==> src/rtl/reg_writeback_queue_pkg.sv <==
// Shared register-file geometry for the writeback path.
// Module parameters take their defaults from these values.
package reg_writeback_queue_pkg;
    localparam int unsigned REG_DATA_WIDTH = 20;
    localparam int unsigned REG_ADDR_WIDTH = 4;
    localparam int unsigned NUM_REGS       = 16;
endpackage

==> src/rtl/reg_writeback_queue_wb_fwd_match.sv <==
// Searches the occupied queue entries for a read address.
// On a hit it returns the youngest matching value.
module wb_fwd_match
    import reg_writeback_queue_pkg::*;
#(
    parameter int unsigned DATA_WIDTH = REG_DATA_WIDTH,
    parameter int unsigned ADDR_WIDTH = REG_ADDR_WIDTH,
    parameter int unsigned DEPTH      = 4
) (
    input  logic [DEPTH-1:0][ADDR_WIDTH-1:0] entry_addr_i,
    input  logic [DEPTH-1:0][DATA_WIDTH-1:0] entry_data_i,
    input  logic [DEPTH-1:0]                 valid_i,
    input  logic [$clog2(DEPTH)-1:0]         tail_i,
    input  logic [ADDR_WIDTH-1:0]            rd_addr_i,
    output logic                             hit_o,
    output logic [DATA_WIDTH-1:0]            data_o
);
    localparam int unsigned PW = $clog2(DEPTH);

    logic [PW-1:0] idx;

    // Walk backwards from the newest slot (tail-1); the first match is the youngest.
    always_comb begin
        hit_o  = 1'b0;
        data_o = '0;
        idx    = '0;
        for (int unsigned k = 0; k < DEPTH; k++) begin
            idx = tail_i - PW'(1) - PW'(k);
            if (!hit_o && valid_i[idx] && (entry_addr_i[idx] == rd_addr_i)) begin
                hit_o  = 1'b1;
                data_o = entry_data_i[idx];
            end
        end
    end
endmodule

==> src/rtl/reg_writeback_queue.sv <==
// In-order writeback queue feeding the register-file write port,
// with forwarding of pending values to the two operand read ports.
module reg_writeback_queue
    import reg_writeback_queue_pkg::*;
#(
    parameter int unsigned DATA_WIDTH = REG_DATA_WIDTH,
    parameter int unsigned ADDR_WIDTH = REG_ADDR_WIDTH,
    parameter int unsigned DEPTH      = 4
) (
    input  logic                     clock,
    input  logic                     reset,
    input  logic                     mem_wr_valid,
    input  logic [ADDR_WIDTH-1:0]    mem_wr_addr,
    input  logic [DATA_WIDTH-1:0]    mem_wr_data,
    input  logic                     alu_wr_valid,
    input  logic [ADDR_WIDTH-1:0]    alu_wr_addr,
    input  logic [DATA_WIDTH-1:0]    alu_wr_data,
    output logic                     wb_ready,
    output logic [ADDR_WIDTH-1:0]    RegWriteAdress,
    output logic [DATA_WIDTH-1:0]    WriteData,
    output logic                     WriteEnable,
    input  logic [ADDR_WIDTH-1:0]    rd_addr1,
    input  logic [ADDR_WIDTH-1:0]    rd_addr2,
    output logic                     fwd_hit1,
    output logic [DATA_WIDTH-1:0]    fwd_data1,
    output logic                     fwd_hit2,
    output logic [DATA_WIDTH-1:0]    fwd_data2,
    output logic [$clog2(DEPTH):0]   queue_count
);
    localparam int unsigned PW = $clog2(DEPTH);
    localparam int unsigned CW = PW + 1;

    logic [DEPTH-1:0][ADDR_WIDTH-1:0] addr_q, addr_d;
    logic [DEPTH-1:0][DATA_WIDTH-1:0] data_q, data_d;
    logic [PW-1:0]                    head_q, head_d;
    logic [PW-1:0]                    tail_q, tail_d;
    logic [CW-1:0]                    count_q, count_d;

    logic          not_empty;
    logic [CW:0]   space;
    logic          mem_take;
    logic          alu_take;
    logic [PW-1:0] alu_slot;
    logic [PW-1:0] age;
    logic [DEPTH-1:0] valid_mask;

    // The head slot frees on this edge, so it counts toward space when occupied.
    always_comb begin
        not_empty = (count_q != '0);
        space     = (CW+1)'(DEPTH) - {1'b0, count_q} + (CW+1)'(not_empty);
        wb_ready  = (space >= (CW+1)'(2));
        mem_take  = wb_ready & mem_wr_valid;
        alu_take  = wb_ready & alu_wr_valid;

        addr_d   = addr_q;
        data_d   = data_q;
        alu_slot = tail_q + PW'(mem_take);
        if (mem_take) begin
            addr_d[tail_q] = mem_wr_addr;
            data_d[tail_q] = mem_wr_data;
        end
        if (alu_take) begin
            addr_d[alu_slot] = alu_wr_addr;
            data_d[alu_slot] = alu_wr_data;
        end
        tail_d  = tail_q + PW'(mem_take) + PW'(alu_take);
        head_d  = head_q + PW'(not_empty);
        count_d = count_q + CW'(mem_take) + CW'(alu_take) - CW'(not_empty);
    end

    always_ff @(posedge clock) begin
        if (reset) begin
            head_q  <= '0;
            tail_q  <= '0;
            count_q <= '0;
        end else begin
            addr_q  <= addr_d;
            data_q  <= data_d;
            head_q  <= head_d;
            tail_q  <= tail_d;
            count_q <= count_d;
        end
    end

    always_comb begin
        valid_mask = '0;
        age        = '0;
        for (int unsigned i = 0; i < DEPTH; i++) begin
            age           = PW'(i) - head_q;
            valid_mask[i] = ({1'b0, age} < count_q);
        end
    end

    assign WriteEnable    = not_empty;
    assign RegWriteAdress = not_empty ? addr_q[head_q] : '0;
    assign WriteData      = not_empty ? data_q[head_q] : '0;
    assign queue_count    = count_q;

    wb_fwd_match #(
        .DATA_WIDTH (DATA_WIDTH),
        .ADDR_WIDTH (ADDR_WIDTH),
        .DEPTH      (DEPTH)
    ) u_fwd1 (
        .entry_addr_i (addr_q),
        .entry_data_i (data_q),
        .valid_i      (valid_mask),
        .tail_i       (tail_q),
        .rd_addr_i    (rd_addr1),
        .hit_o        (fwd_hit1),
        .data_o       (fwd_data1)
    );

    wb_fwd_match #(
        .DATA_WIDTH (DATA_WIDTH),
        .ADDR_WIDTH (ADDR_WIDTH),
        .DEPTH      (DEPTH)
    ) u_fwd2 (
        .entry_addr_i (addr_q),
        .entry_data_i (data_q),
        .valid_i      (valid_mask),
        .tail_i       (tail_q),
        .rd_addr_i    (rd_addr2),
        .hit_o        (fwd_hit2),
        .data_o       (fwd_data2)
    );
endmodule
==> config.mk <==
export PLATFORM = sky130hd
export DESIGN_NAME = reg_writeback_queue
export DESIGN_NICKNAME = d
export VERILOG_FILES = /design/src/rtl/reg_writeback_queue_pkg.sv /design/src/rtl/reg_writeback_queue_wb_fwd_match.sv /design/src/rtl/reg_writeback_queue.sv
export SDC_FILE = /design/constraint.sdc
export NUM_CORES = 1
export LEC_CHECK = 0
export ABC_AREA = 1
export BUFFER_PORTS_ARGS = -buffer_cell sky130_fd_sc_hd__clkbuf_2
export CAP_MARGIN = 5
export CORE_ASPECT_RATIO = 1.4
export CORE_MARGIN = 8
export CORE_UTILIZATION = 50
export DETAILED_ROUTE_END_ITERATION = 8
export GPL_TIMING_DRIVEN = 1
export PLACE_DENSITY_LB_ADDON = 0.1
export RECOVER_POWER = 100
export REMOVE_ABC_BUFFERS = 1
export SLEW_MARGIN = 40
export SYNTH_ARGS = -nofsm -noshare
export SYNTH_HDL_FRONTEND = slang
export SYNTH_HIERARCHICAL = 1
export SYNTH_SLANG_ARGS = --single-unit
==> constraint.sdc <==
create_clock -name clock -period 4.01 [get_ports clock]
set_input_delay 0.802 -clock clock [delete_from_list [all_inputs] [get_ports clock]]
set_output_delay 0.802 -clock clock [all_outputs]
set_load 0.01 [all_outputs]
==> results.yml <==
outcome:
  status: "finished, final reports clean"
clock_network:
  numCtsBuffers: 9
  cts_tree: "yes"
  clockBufferDepth: 2
  clock-root-buffer: "clkbuf_16"
  cts_max_level: 3
  cts_sinks: 103
  clk_pin_slew_ps: 80
  clock_latency_ps: 370
  cts_hold_buf: 0
sta:
  finalSetupViolCount: 0
  fin_crit_sh_pct: 95.93
  slew_viol_final: 0
  tns_ps: 0
  fmax_mhz: 259.9
  tightest_slew_ps: 848.5
  hold_viol: 0
  fin_crit_ps: 3847
  fin_skew_ps: 9.142
  timing.slew.headroom_pct: 43.43
  rsz0062_at_grt: "yes"
  setup_ws_ps: 163.0
layout:
  drive_gt1_share_pct: 11.46
  instances_no_fill: 2986
  fill_cells: 3015
  area_delta_synth_final_pct: 9.692
  nets: 2677
  fin_area_um2: 15760
  utilization_pct: 55.67
global_routing:
  grt_pass1_vias: 17143
  grt_start_max_net_pins: 246
  grt_overflow_total: 0
  grt_pass1_wl_mm: 93.76
  antenna_found_initial: 1
  grt_util_all_layers_pct: 34.49
power_and_ir_drop:
  switchingPower_uw: 9644
  vdd_drop_max_mv: 0.5527
  intPower_uw: 5814
  p_comb_share_pct: 79.2
  power.density_nw_per_um2: 980.7
  power_leakage_uw: 0.008081
  swShare_pct: 62.39
  power_frac_clock_pct: 6.1
  seqPwrFrac_pct: 14.7
place:
  port_buffers: 130
  place_ws_ps: 139.4
  dpl.hpwl_mm: 39.78
  placed_cells: 2963
  place_area_um2: 15240
  place_congestion: 0.9570
worst_hold_path:
  hold_path.class: "flop to flop"
  hold_start: "head_q[1]"
setup_path:
  cpPeakStageDelay_ps: 440
  crit_required_ps: 3210
  crit_fanout: 24
  worst_ep_arrival_time_ps: 3040
  cpMaxStageDelayCell: "dfxtp_4"
  crit_path_start_kind: "flop"
  end_kind: "output port"
  rr_startpoint: "queue_count[1]"
  worstPathCellList: "inv_4 > nand2_1 > nand2_2 > nand2_1 > a21oi_1 > nor2_2 > nand3_2 > nand2_2 > nor2_4 > buf_4 > nand3_1 > nand3_1 > buf_2"
  startpoint: "tail_q[0]"
  worstSetupPathType: "flop to output port"
routing:
  drc: 0
  ant_nets: 0
  wl_per_cell_um: 21.00
  routed_wl_mm: 62.70
  drt-vias-per-instance: 6.182
  vias: 18460
  dr.pass1.iters: 6
  drt_iter0_markers: 2297
floorplanning:
  core_area_um2: 28310
  start_util_pct: 50.75
  die-area_um2: 34490
  die_height_um: 216.6
  dieWidth_um: 159.3
  pin_count: 131
  rows: 73
logic_synthesis:
  synth_edf_count: 96
  seq_area_frac_synth_pct: 21.04
  yosysUniqueCellTypes: 33
  synth-seq-cells: 103
  synthesis.instances: 2583
  synth_top_area_share_pct: 20.92
  syn_area_um2: 14370
  avgSynthCellArea_um2: 5.563
  yosysTopAreaCell: "nand2_1"
  yosysWarnings: 6
  synth_area_leaders: "nand2_1 21%, edfxtp_1 20%, nand3_1 12%"
  synth-main-ff-cell: "edfxtp_1"
  ys_async_sr_fraction_pct: 0
flow_run:
  drv_cap: 0
-- metrics by stage --
stage	hold slack (ps)	total power, uW
floorplan	548.0	8710
global placement	629.3	13570
detailed placement	640.1	13780
CTS	662.0	14750
global route	664.0	16580
finish	651.5	15460
-- synth_stat cells, types with 3 or more instances --
| cell type | count |
|---|---|
| nand4_1 | 235 |
| inv_1 | 374 |
| nor2_2 | 6 |
| ha_1 | 10 |
| edfxtp_1 | 96 |
| buf_2 | 71 |
| nand2_2 | 8 |
| inv_2 | 6 |
| buf_6 | 10 |
| o22ai_1 | 48 |
| nor2_1 | 69 |
| nand3_1 | 331 |
| clkbuf_1 | 102 |
| nand2_1 | 801 |
| buf_1 | 10 |
| nand4_2 | 3 |
| buf_4 | 16 |
| or2_2 | 3 |
| dfxtp_1 | 7 |
| clkinv_1 | 10 |
| o21ai_1 | 22 |
| a21oi_1 | 10 |
| o21ai_0 | 318 |
-- flip-flops by register name (all words and copies together), names as in the netlist --
signal,flops
head_q,2
addr_q,16
tail_q,2
queue_count,3
data_q,80
-- power by group through the flow --
| stage | Combinational, uW | Clock, uW | Sequential (uW) |
|---|---|---|---|
| CTS | 11600 | 939 | 2260 |
| floorplan | 6390 | 0 | 2320 |
| global route | 13300 | 976 | 2330 |
| finish | 12200 | 938 | 2280 |
| detailed placement | 11500 | 0 | 2290 |
| global placement | 11300 | 0 | 2270 |
-- layer usage --
layer,vias up,GRT usage (%),part of all wire (%)
li1,8600,-,-
met4,0,28.75,8.7
met2,1302,56.91,45
met5,-,0,0
met1,8138,37.66,34
met3,420,7.436,12
-- kinds of logic after synthesis --
family	count (synthesis)	synth area share, %
and+or+nand+nor	1461	45.75
buffers and inverters	601	17.29
AOI/OAI and AO/OA	399	14.36
DFF	103	21.04
adders and majority gates	12	1.149
xor gates and xnor gates	4	0.2439
muxes	2	0.1393
other	1	0.02610
-- critical path: cells and delay by family (launching register included) --
| family | cells | cell delay, ps |
|---|---|---|
| AND/OR/NAND/NOR | 9 | 1300 |
| buffers and inverters | 3 | 640 |
| AO/OA/AOI/OAI | 1 | 270 |
| flip-flops | 1 | 440 |
-- worst paths after layout --
kind,endpoint,slack (ps),cells after the start
hold / removal,head_q[1],650,3
setup / recovery,fwd_data2[15],160,13
setup reg to reg,data_q[9],850,14
hold reg to reg,head_q[1],650,3
-- what timing repair did --
item                                    CTS  global route
cloned                                    0             2
endpoints found under the setup margin   28            41
pin swaps                                 1             6
resized for setup                         3            54
setup buffers                             2             2
-- final cells by class --
cell class	count	area [um^2]	area share (%)
diodes	1	2.502	0.01588
clock buffers	10	229.0	1.453
clock inverters	6	60.06	0.3810
inverters	392	1486	9.431
multi-input cells	1879	9001	57.11
flip-flops and latches	103	3033	19.24
well taps	375	469.2	2.977
repair buffers	220	1480	9.391
-- cell usage in the layout, fill, tap and decap left out, types with 7 or more instances in the layout --
master and n:
nand3_1 324, clkbuf_2 124, inv_1 369, inv_2 7, nor2_1 58, nand3_2 9, buf_6 7, nand4_1 235
nand2_2 7, o22ai_1 48, o21ai_0 313, nand2_1 800, nor2_2 12, buf_4 74, ha_1 9, edfxtp_1 96
clkinv_1 13, o21ai_1 22, clkbuf_16 10, a21oi_1 9, buf_12 8
No activity file was read; power rests on OpenSTA's default activity.
